File: config.mk
export PLATFORM = sky130hd
export DESIGN_NAME = cpu_run_ctrl_flat
export DESIGN_NICKNAME = d
export VERILOG_FILES = /design/src/rtl/cpu_run_pkg.sv /design/src/rtl/cpu_run_ctrl_if.sv /design/src/rtl/cpu_run_ctrl_sat_counter.sv /design/src/rtl/cpu_run_ctrl.sv /design/src/flat_wrapper.sv
export SDC_FILE = /design/constraint.sdc
export NUM_CORES = 1
export LEC_CHECK = 0
export CAP_MARGIN = 20
export CORE_MARGIN = 3
export CORE_UTILIZATION = 49
export CTS_CLUSTER_SIZE = 16
export DETAILED_ROUTE_END_ITERATION = 10
export PLACE_DENSITY = 0.72
export SYNTH_ARGS = -nofsm -noshare
export SYNTH_HDL_FRONTEND = slang
export SYNTH_HIERARCHICAL = 1
export SYNTH_SLANG_ARGS = --single-unit
File: constraint.sdc
create_clock -name clk -period 6.5 [get_ports clk]
set_clock_uncertainty 0.2 [all_clocks]
set_input_delay 0.65 -clock clk [delete_from_list [all_inputs] [get_ports clk]]
set_output_delay 0.65 -clock clk [all_outputs]
set_load 0.02 [all_outputs]
File: src/rtl/cpu_run_pkg.sv
`default_nettype none
// ============================================================================
//  Package     : cpu_run_pkg
//  Description : State encoding, default sizes and width helper for cpu_run_ctrl.
//  Revision    : 1.0  initial release
// ============================================================================
package cpu_run_pkg;

    typedef logic [2:0] run_state_t;

    localparam run_state_t ST_HOLD  = 3'd0;
    localparam run_state_t ST_IDLE  = 3'd1;
    localparam run_state_t ST_RUN   = 3'd2;
    localparam run_state_t ST_DONE  = 3'd3;
    localparam run_state_t ST_TOUT  = 3'd4;
    localparam run_state_t ST_STALL = 3'd5;

    localparam int DEF_RST_CYCLES  = 4;
    localparam int DEF_MAX_CYCLES  = 40;
    localparam int DEF_STALL_LIMIT = 16;
    localparam int DEF_NUM_RETIRE  = 2;
    localparam int DEF_CNT_W       = 16;

    // Bits needed to hold the value n itself (not n-1).
    function automatic int cnt_width(input int n);
        return (n < 1) ? 1 : $clog2(n + 1);
    endfunction

    localparam int HOLD_W  = cnt_width(DEF_RST_CYCLES);
    localparam int STALL_W = cnt_width(DEF_STALL_LIMIT);

endpackage
`default_nettype wire

File: src/rtl/cpu_run_ctrl_if.sv
`default_nettype none
// ============================================================================
//  Interface   : cpu_run_ctrl_if
//  Description : Control/status bundle between run controller and core/bench.
//  Revision    : 1.0  initial release
// ============================================================================
interface cpu_run_ctrl_if #(
    parameter int NUM_RETIRE = 2,
    parameter int CNT_W      = 16
);
    logic                  start;
    logic [NUM_RETIRE-1:0] retire_valid;
    logic                  halt_req;
    logic                  core_rst;
    logic                  running;
    logic [CNT_W-1:0]      cycle_cnt;
    logic [CNT_W-1:0]      retire_cnt;
    logic                  done;
    logic                  timeout;
    logic                  stall_err;

    modport master (
        output start, retire_valid, halt_req,
        input  core_rst, running, cycle_cnt, retire_cnt, done, timeout, stall_err
    );

    modport slave (
        input  start, retire_valid, halt_req,
        output core_rst, running, cycle_cnt, retire_cnt, done, timeout, stall_err
    );
endinterface
`default_nettype wire

File: src/rtl/cpu_run_ctrl_sat_counter.sv
`default_nettype none
// ============================================================================
//  Module      : sat_counter
//  Description : Saturating up-counter with enable, variable increment, sync clear.
//  Revision    : 1.0  initial release
// ============================================================================
module sat_counter #(
    parameter int W     = 16,
    parameter int INC_W = 1
) (
    input  wire logic             clk,
    input  wire logic             rst,
    input  wire logic             clr,
    input  wire logic             en,
    input  wire logic [INC_W-1:0] inc,
    output logic      [W-1:0]     q
);
    // One spare bit above the wider operand so the carry out is visible.
    localparam int                 c_SUM_W = ((W > INC_W) ? W : INC_W) + 1;
    localparam logic [c_SUM_W-1:0] c_MAX   = c_SUM_W'({W{1'b1}});

    logic [W-1:0]       r_q;
    logic [W-1:0]       w_q_nxt;
    logic [c_SUM_W-1:0] w_sum;

    always_comb begin
        w_sum   = c_SUM_W'(r_q) + c_SUM_W'(inc);
        w_q_nxt = r_q;
        if (clr) begin
            w_q_nxt = '0;
        end else if (en) begin
            w_q_nxt = (w_sum > c_MAX) ? {W{1'b1}} : w_sum[W-1:0];
        end
    end

    always_ff @(posedge clk) begin
        if (rst) begin
            r_q <= '0;
        end else begin
            r_q <= w_q_nxt;
        end
    end

    assign q = r_q;

endmodule
`default_nettype wire

File: src/rtl/cpu_run_ctrl.sv
`default_nettype none
// ============================================================================
//  Module      : cpu_run_ctrl
//  Description : Stretched core reset, run counters and halt/timeout/stall exit.
//  Revision    : 1.0  initial release
// ============================================================================
module cpu_run_ctrl
    import cpu_run_pkg::*;
#(
    parameter int RST_CYCLES  = DEF_RST_CYCLES,
    parameter int MAX_CYCLES  = DEF_MAX_CYCLES,
    parameter int STALL_LIMIT = DEF_STALL_LIMIT,
    parameter int NUM_RETIRE  = DEF_NUM_RETIRE,
    parameter int CNT_W       = DEF_CNT_W
) (
    input  wire logic     clk,
    input  wire logic     rst,
    cpu_run_ctrl_if.slave bus
);
    localparam int c_HOLD_W  = cnt_width(RST_CYCLES);
    localparam int c_STALL_W = cnt_width(STALL_LIMIT);
    localparam int c_PC_W    = cnt_width(NUM_RETIRE);

    function automatic logic [c_PC_W-1:0] popcount(input logic [NUM_RETIRE-1:0] v);
        logic [c_PC_W-1:0] n;
        n = '0;
        for (int i = 0; i < NUM_RETIRE; i++) begin
            n = n + c_PC_W'(v[i]);
        end
        return n;
    endfunction

    run_state_t            r_state;
    run_state_t            w_state_nxt;
    logic [c_HOLD_W-1:0]   r_hold_cnt;
    logic [c_HOLD_W-1:0]   w_hold_nxt;

    logic                  r_core_rst;
    logic                  r_running;
    logic                  r_done;
    logic                  r_timeout;
    logic                  r_stall_err;
    logic                  w_core_rst_nxt;
    logic                  w_running_nxt;
    logic                  w_done_nxt;
    logic                  w_timeout_nxt;
    logic                  w_stall_err_nxt;

    logic                  w_in_run;
    logic                  w_any_retire;
    logic                  w_stall_clr;
    logic [c_PC_W-1:0]     w_retired;
    logic [CNT_W-1:0]      w_cycle_cnt;
    logic [CNT_W-1:0]      w_retire_cnt;
    logic [c_STALL_W-1:0]  w_stall_cnt;
    logic                  w_tout_hit;
    logic                  w_stall_hit;

    assign w_in_run     = (r_state == ST_RUN);
    assign w_any_retire = |bus.retire_valid;
    assign w_retired    = popcount(bus.retire_valid);
    assign w_stall_clr  = w_in_run && w_any_retire;

    sat_counter #(.W(CNT_W), .INC_W(1)) u_cycle_cnt (
        .clk (clk),
        .rst (rst),
        .clr (1'b0),
        .en  (w_in_run),
        .inc (1'b1),
        .q   (w_cycle_cnt)
    );

    sat_counter #(.W(CNT_W), .INC_W(c_PC_W)) u_retire_cnt (
        .clk (clk),
        .rst (rst),
        .clr (1'b0),
        .en  (w_in_run),
        .inc (w_retired),
        .q   (w_retire_cnt)
    );

    sat_counter #(.W(c_STALL_W), .INC_W(1)) u_stall_cnt (
        .clk (clk),
        .rst (rst),
        .clr (w_stall_clr),
        .en  (w_in_run),
        .inc (1'b1),
        .q   (w_stall_cnt)
    );

    // Exit compares use the post-increment value; a saturated cycle counter
    // never advances, so it can never newly reach the budget.
    assign w_tout_hit  = (w_cycle_cnt != {CNT_W{1'b1}}) &&
                         ((32'(w_cycle_cnt) + 1) == MAX_CYCLES);
    assign w_stall_hit = !w_any_retire &&
                         ((32'(w_stall_cnt) + 1) == STALL_LIMIT);

    always_ff @(posedge clk) begin
        if (rst) begin
            r_state     <= ST_HOLD;
            r_hold_cnt  <= c_HOLD_W'(RST_CYCLES);
            r_core_rst  <= 1'b1;
            r_running   <= 1'b0;
            r_done      <= 1'b0;
            r_timeout   <= 1'b0;
            r_stall_err <= 1'b0;
        end else begin
            r_state     <= w_state_nxt;
            r_hold_cnt  <= w_hold_nxt;
            r_core_rst  <= w_core_rst_nxt;
            r_running   <= w_running_nxt;
            r_done      <= w_done_nxt;
            r_timeout   <= w_timeout_nxt;
            r_stall_err <= w_stall_err_nxt;
        end
    end

    always_comb begin
        w_state_nxt = r_state;
        w_hold_nxt  = r_hold_cnt;
        case (r_state)
            ST_HOLD: begin
                if (r_hold_cnt <= c_HOLD_W'(1)) begin
                    w_state_nxt = ST_IDLE;
                    w_hold_nxt  = '0;
                end else begin
                    w_hold_nxt  = r_hold_cnt - c_HOLD_W'(1);
                end
            end
            ST_IDLE: begin
                if (bus.start) begin
                    w_state_nxt = ST_RUN;
                end
            end
            ST_RUN: begin
                if (bus.halt_req) begin
                    w_state_nxt = ST_DONE;
                end else if (w_tout_hit) begin
                    w_state_nxt = ST_TOUT;
                end else if (w_stall_hit) begin
                    w_state_nxt = ST_STALL;
                end
            end
            ST_DONE, ST_TOUT, ST_STALL: begin
                w_state_nxt = r_state;
            end
            default: begin
                w_state_nxt = ST_HOLD;
            end
        endcase
    end

    // Terminal states are absorbing, so each flag is simply "next state is X".
    always_comb begin
        w_core_rst_nxt  = (w_state_nxt == ST_HOLD);
        w_running_nxt   = (w_state_nxt == ST_RUN);
        w_done_nxt      = (w_state_nxt == ST_DONE);
        w_timeout_nxt   = (w_state_nxt == ST_TOUT);
        w_stall_err_nxt = (w_state_nxt == ST_STALL);
    end

    assign bus.core_rst   = r_core_rst;
    assign bus.running    = r_running;
    assign bus.cycle_cnt  = w_cycle_cnt;
    assign bus.retire_cnt = w_retire_cnt;
    assign bus.done       = r_done;
    assign bus.timeout    = r_timeout;
    assign bus.stall_err  = r_stall_err;

endmodule
`default_nettype wire

File: src/flat_wrapper.sv
// flat-port wrapper written by rule: the top's interface ports become plain ports
module cpu_run_ctrl_flat import cpu_run_pkg::*;
#(
    parameter int RST_CYCLES  = DEF_RST_CYCLES,
    parameter int MAX_CYCLES  = DEF_MAX_CYCLES,
    parameter int STALL_LIMIT = DEF_STALL_LIMIT,
    parameter int NUM_RETIRE  = DEF_NUM_RETIRE,
    parameter int CNT_W       = DEF_CNT_W
)
  (clk, rst, bus_start, bus_retire_valid, bus_halt_req, bus_core_rst, bus_running, bus_cycle_cnt, bus_retire_cnt, bus_done, bus_timeout, bus_stall_err);
  cpu_run_ctrl_if #(.NUM_RETIRE(NUM_RETIRE), .CNT_W(CNT_W)) bus_i ();
  input  wire logic clk;
  input  wire logic rst;
  input wire logic [$bits(bus_i.start)-1:0] bus_start;
  input wire logic [$bits(bus_i.retire_valid)-1:0] bus_retire_valid;
  input wire logic [$bits(bus_i.halt_req)-1:0] bus_halt_req;
  output wire logic [$bits(bus_i.core_rst)-1:0] bus_core_rst;
  output wire logic [$bits(bus_i.running)-1:0] bus_running;
  output wire logic [$bits(bus_i.cycle_cnt)-1:0] bus_cycle_cnt;
  output wire logic [$bits(bus_i.retire_cnt)-1:0] bus_retire_cnt;
  output wire logic [$bits(bus_i.done)-1:0] bus_done;
  output wire logic [$bits(bus_i.timeout)-1:0] bus_timeout;
  output wire logic [$bits(bus_i.stall_err)-1:0] bus_stall_err;
  assign bus_i.start = bus_start;
  assign bus_i.retire_valid = bus_retire_valid;
  assign bus_i.halt_req = bus_halt_req;
  assign bus_core_rst = bus_i.core_rst;
  assign bus_running = bus_i.running;
  assign bus_cycle_cnt = bus_i.cycle_cnt;
  assign bus_retire_cnt = bus_i.retire_cnt;
  assign bus_done = bus_i.done;
  assign bus_timeout = bus_i.timeout;
  assign bus_stall_err = bus_i.stall_err;
  cpu_run_ctrl #(.RST_CYCLES(RST_CYCLES), .MAX_CYCLES(MAX_CYCLES), .STALL_LIMIT(STALL_LIMIT), .NUM_RETIRE(NUM_RETIRE), .CNT_W(CNT_W)) u_core (.clk(clk), .rst(rst), .bus(bus_i));
endmodule
* Word-level counts from Yosys, hierarchy flattened
Cells that the tools add are included.
** Word-level totals
- Flip-flop bits (word level) :: 48
- Output and inout port bits :: 37
- Word-level logic and storage cells :: 52
** Operators by class
- $add $sub $neg :: 7
- $lt $le $gt $ge :: 4
- Eq/ne operators :: 12
- Muxes and demuxes :: 10
- Reduce and logical (&&, ||, !) cells :: 9
** Operator list (number)
- $add A16 B1 Y17 const B :: 2
- $gt A17 B16 Y1 const B :: 2
- $eq A32 B5 Y1 const B :: 1
- $eq A32 B6 Y1 const B :: 1
- $mux W16 :: 2
- $mux W3 :: 6
- $add A16 B2 Y17 :: 1
- $ne A16 B16 Y1 const B :: 1
- $add A5 B1 Y6 const B :: 2
- $eq A3 B2 Y1 const B :: 4
- $eq A3 B3 Y1 const B :: 4
- $pmux W3 S4 :: 1
- $gt A6 B5 Y1 const B :: 1
- $logic_not A3 Y1 :: 2
- $mux W5 :: 1
- $reduce_or A2 Y1 :: 2
- $eq A3 B1 Y1 const B :: 1
- $le A3 B1 Y1 const B :: 1
- $logic_and A1 B1 Y1 :: 3
- $reduce_or A3 Y1 :: 1
- $sub A3 B1 Y3 const B :: 1
- $add A1 B1 Y2 :: 1
- $logic_not A1 Y1 :: 1

* Longest topological paths before layout
- Depth in word-level cells :: 8
- Depth in mapped cells :: 9
- Mapped depth without buffers :: 8

* Cells and area by module
Netlist, hierarchy kept.
** By module, submodules not included
- sat_counter at u_core.u_cycle_cnt :: instances 1, cells an instance 86, area each 872.1 um2
- sat_counter at u_core.u_retire_cnt :: instances 1, cells an instance 99, area each 868.3 um2
- cpu_run_ctrl :: instances 1, cells an instance 96, area each 777.0 um2
- sat_counter at u_core.u_stall_cnt :: instances 1, cells an instance 23, area each 239.0 um2

* Least setup slack after synthesis
Ideal clock, no wire load.
- Path kind :: input to register
- From :: in bus_retire_valid[0]
- To :: reg u_core.u_retire_cnt.r_q[8] (netlist: u_core/u_retire_cnt/q[8])
- Setup time :: 0.071 ns
- Arrival time :: 2.579 ns
- Data required time :: 6.229 ns
- Setup slack :: 3.650 ns
- Cell stages on the path :: 9
- Path buffers :: 1
- Path through :: inv_1 -> ha_1 -> ha_1 -> fa_1 -> and4_1 -> and3_1 -> clkbuf_1 -> or2_2 -> a21oi_1
** On the way
- Word-level cells in the longest chain between the ends :: 4
** RTL lines
- start: declaration :: RTL line flat_wrapper.sv:15 : input wire logic [$bits(bus_i.retire_valid)-1:0] bus_retire_valid;
- $add A1 B1 Y2 (*) :: RTL line cpu_run_ctrl.sv:28 : n = n + c_PC_W'(v[i]);
- named net u_core.w_retired[0] :: RTL line cpu_run_ctrl.sv:52 : logic [c_PC_W-1:0] w_retired;
- $add A16 B2 Y17 (*) :: RTL line cpu_run_ctrl_sat_counter.sv:27 : w_sum = c_SUM_W'(r_q) + c_SUM_W'(inc);
- $gt A17 B16 Y1 :: RTL line cpu_run_ctrl_sat_counter.sv:32 : w_q_nxt = (w_sum > c_MAX) ? {W{1'b1}} : w_sum[W-1:0];
- $mux W16 (*) :: RTL line cpu_run_ctrl_sat_counter.sv:32
- end signal: assignment :: RTL line cpu_run_ctrl_sat_counter.sv:40 : r_q <= w_q_nxt;
- end: declaration :: RTL line cpu_run_ctrl_sat_counter.sv:22 : logic [W-1:0] r_q;
Mark *: on every way through the listed nets, which the timed path passes. The rest lies on a longest branch.
A chain may end at the register's enable or synchronous reset.

* Worst setup path after layout
Same ends and word-level chain as after synthesis.

==> flow_metrics.env <==
export IMPL_min_path_type="flip-flop to flip-flop"
export IMPL_ctsHoldBuffers=0
export IMPL_fp_dieArea_um2=6561
export IMPL_grt_pass1_wl_mm=10.12
export IMPL_antenna_found_initial=0
export IMPL_slew_viol_final=0
export IMPL_peakVddDrop_v=0.0001291
export IMPL_gp_congestion=0.7938
export IMPL_drtAntennaViolNets=0
export IMPL_switching_share=0.3088
export IMPL_grt_use_total=0.1954
export IMPL_rsz0062_at_grt="false"
export IMPL_coreArea_um2=5270
export IMPL_power_density_nw_per_um2=223.0
export IMPL_whs_ns=0.2938
export IMPL_clock_sinks=48
export IMPL_yosysWarnings=6
export IMPL_ios=43
export IMPL_status="finished, final reports clean"
export IMPL_cts_resized=0
export IMPL_diodes=0
export IMPL_numCtsBuffers=5
export IMPL_mostFrequentLayoutCell="dfxtp_1"
export IMPL_die_y_um=81
export IMPL_chipWidth_um=81
export IMPL_syn_area_um2=2756
export IMPL_drt_pass1_iter_count=4
export IMPL_finalSetupViolCount=0
export IMPL_cp_required_ns=6.54
export IMPL_maxCapViolCount=0
export IMPL_cts_setup_buffers=0
export IMPL_clock_root_buffer="clkbuf_8"
export IMPL_place_hpwl_mm=4.250
export IMPL_first_global_vias=2177
export IMPL_via_per_inst=5.706
export IMPL_hold_violations=0
export IMPL_wl_per_cell_um=14.04
export IMPL_drc=0
export IMPL_ys_types=66
export IMPL_detail_route_iter0_violations=170
export IMPL_worst_slew_pin_slew_ns=0.5644
export IMPL_ys_seq_area_frac=0.3486
export IMPL_port_buffers=42
export IMPL_power_internal_mw=0.5148
export IMPL_power_mw=0.7448
export IMPL_multi_input_area_um2=1710
export IMPL_cts_tree="built"
export IMPL_synthCells=304
export IMPL_p_sw_mw=0.2300
export IMPL_synthToLayoutAreaGrowth_pct=21.15
export IMPL_synth_edf_count=0
export IMPL_cts_buffer_depth=2
export IMPL_grt_overflow_total=0
export IMPL_setup_tns_ns=0
export IMPL_finalCriticalPeriod_ns=3.165
export IMPL_crit_type="input port to flip-flop"
export IMPL_grt_max_degree=31
export IMPL_endpoint_kind="flip-flop"
export IMPL_path_clk_slew_ns=0.09
export IMPL_seq_area_um2=960.9
export IMPL_clock_latency_ns=0.30
export IMPL_critical_path_arrival_ns=3.20
export IMPL_p_seq_frac=0.452
export IMPL_slew_headroom=0.6206
export IMPL_startpoint_type="input port"
export IMPL_drive_gt1_frac=0.1404
export IMPL_initial_utilization=0.5230
export IMPL_wl_mm=5.882
export IMPL_final_cell_mix="48 x dfxtp_1, 42 x clkdlybuf4s50_1, 28 x nor2_1"
export IMPL_via_count=2391
export IMPL_syn_avg_cell_area_um2=9.067
export IMPL_utilization=0.6337
export IMPL_fillers=499
export IMPL_rows=26
export IMPL_max_freq_mhz=316.0
export IMPL_synth_flop_cell="dfxtp_1"
export IMPL_p_leak_nw=1.199
export IMPL_synthArstFlopShare=0
export IMPL_final_period_utilization=0.4869
export IMPL_combPwrFrac=0.257
export IMPL_crit_fanout=7
export IMPL_fin_nets=365
export IMPL_cts_htree_levels=2
export IMPL_synth_seq_cells=48
export IMPL_clkPwrFrac=0.291
-- through the flow --
stage / cells / worst slack (ns) / area [um2]
global route: 419 / 3.210 / 3339
detailed placement: 411 / 3.024 / 3232
CTS: 419 / 3.359 / 3339
floorplan: 308 / 3.650 / 2771
global placement: 411 / 3.096 / 3232
finish: 419 / 3.335 / 3339
-- routing by layer --
metal | GRT usage | routed length [um] | vias to the layer above
met1 | 0.2565 | 2809 | 1120
met4 | 0.06081 | 80 | 0
met3 | 0.04545 | 266 | 7
li1 | - | - | 1213
met2 | 0.3177 | 2725 | 51
met5 | 0 | 0 | -
-- synthesized netlist by cell type, types with 6 or more instances --
library cell,number,area (um2)
a21oi_1,24,120.1
a21oi_2,9,78.83
dfxtp_1,48,960.9
ha_1,10,125.1
inv_1,12,45.04
nand2_1,14,52.55
nand3_1,9,45.04
nand4_1,7,43.79
nor2_1,29,108.9
nor3_1,15,75.07
nor4_1,8,50.05
o21ai_0,6,30.03
xnor2_1,10,87.58
-- final timing paths --
kind,startpoint,to,slack [ns],depth (start not counted)
worst max-delay path,bus_retire_valid[0],u_core/u_retire_cnt/q[8]$_SDFFE_PP0P_,3.34,9
worst max register to register,u_core/r_state[2]$_SDFF_PP0_,u_core/u_cycle_cnt/q[10]$_SDFFE_PP0P_,3.69,7
worst min-delay path,u_core/r_hold_cnt[2]$_SDFFE_PP1P_,u_core/r_hold_cnt[2]$_SDFFE_PP1P_,0.29,1
worst min register to register,u_core/r_hold_cnt[2]$_SDFFE_PP1P_,u_core/r_hold_cnt[2]$_SDFFE_PP1P_,0.29,1
-- sequential cells by signal (all words and copies together) (netlist names) --
register	cells
u_core/bus.core_rst	1
u_core/u_cycle_cnt/q	16
u_core/r_state	3
u_core/r_hold_cnt	3
u_core/u_stall_cnt/q	5
u_core/bus.running	1
u_core/bus.done	1
u_core/u_retire_cnt/q	16
u_core/bus.timeout	1
u_core/bus.stall_err	1
-- cell families after synthesis --
group / Yosys count / synth area share
AND/OR/NAND/NOR: 133 / 0.3146
AO/OA/AOI/OAI: 68 / 0.1784
flip-flops: 48 / 0.3486
buffers and inverters: 22 / 0.03722
XOR/XNOR: 15 / 0.04766
adder cells (fa/ha/maj): 11 / 0.05266
multiplexers: 5 / 0.01816
other: 2 / 0.002725
-- worst max-delay path: stages --
cell,delay (ns)
clkdlybuf4s50_1,0.49
inv_1,0.05
ha_1,0.28
ha_1,0.24
fa_1,0.51
and4_1,0.30
and3_1,0.25
or2_2,0.31
a21oi_1,0.12
-- layout make-up --
cell class              instances  area share
multi-input cells             238      0.5122
flip-flops and latches         48      0.2877
repair buffers                 43      0.1281
well taps                      70     0.02623
clock buffers                   6     0.02173
inverters                      12     0.01349
clock inverters                 2     0.01049
-- power groups by stage --
stage                     registers, mW  clock network (mW)  logic, mW
after detailed placement          0.344                   0      0.193
after floorplan                   0.347                   0      0.138
after global placement            0.344                   0      0.188
after global routing              0.341               0.235      0.214
after CTS                         0.337               0.221      0.194
final                             0.337               0.217      0.191
No activity file was read; power rests on OpenSTA's default activity.
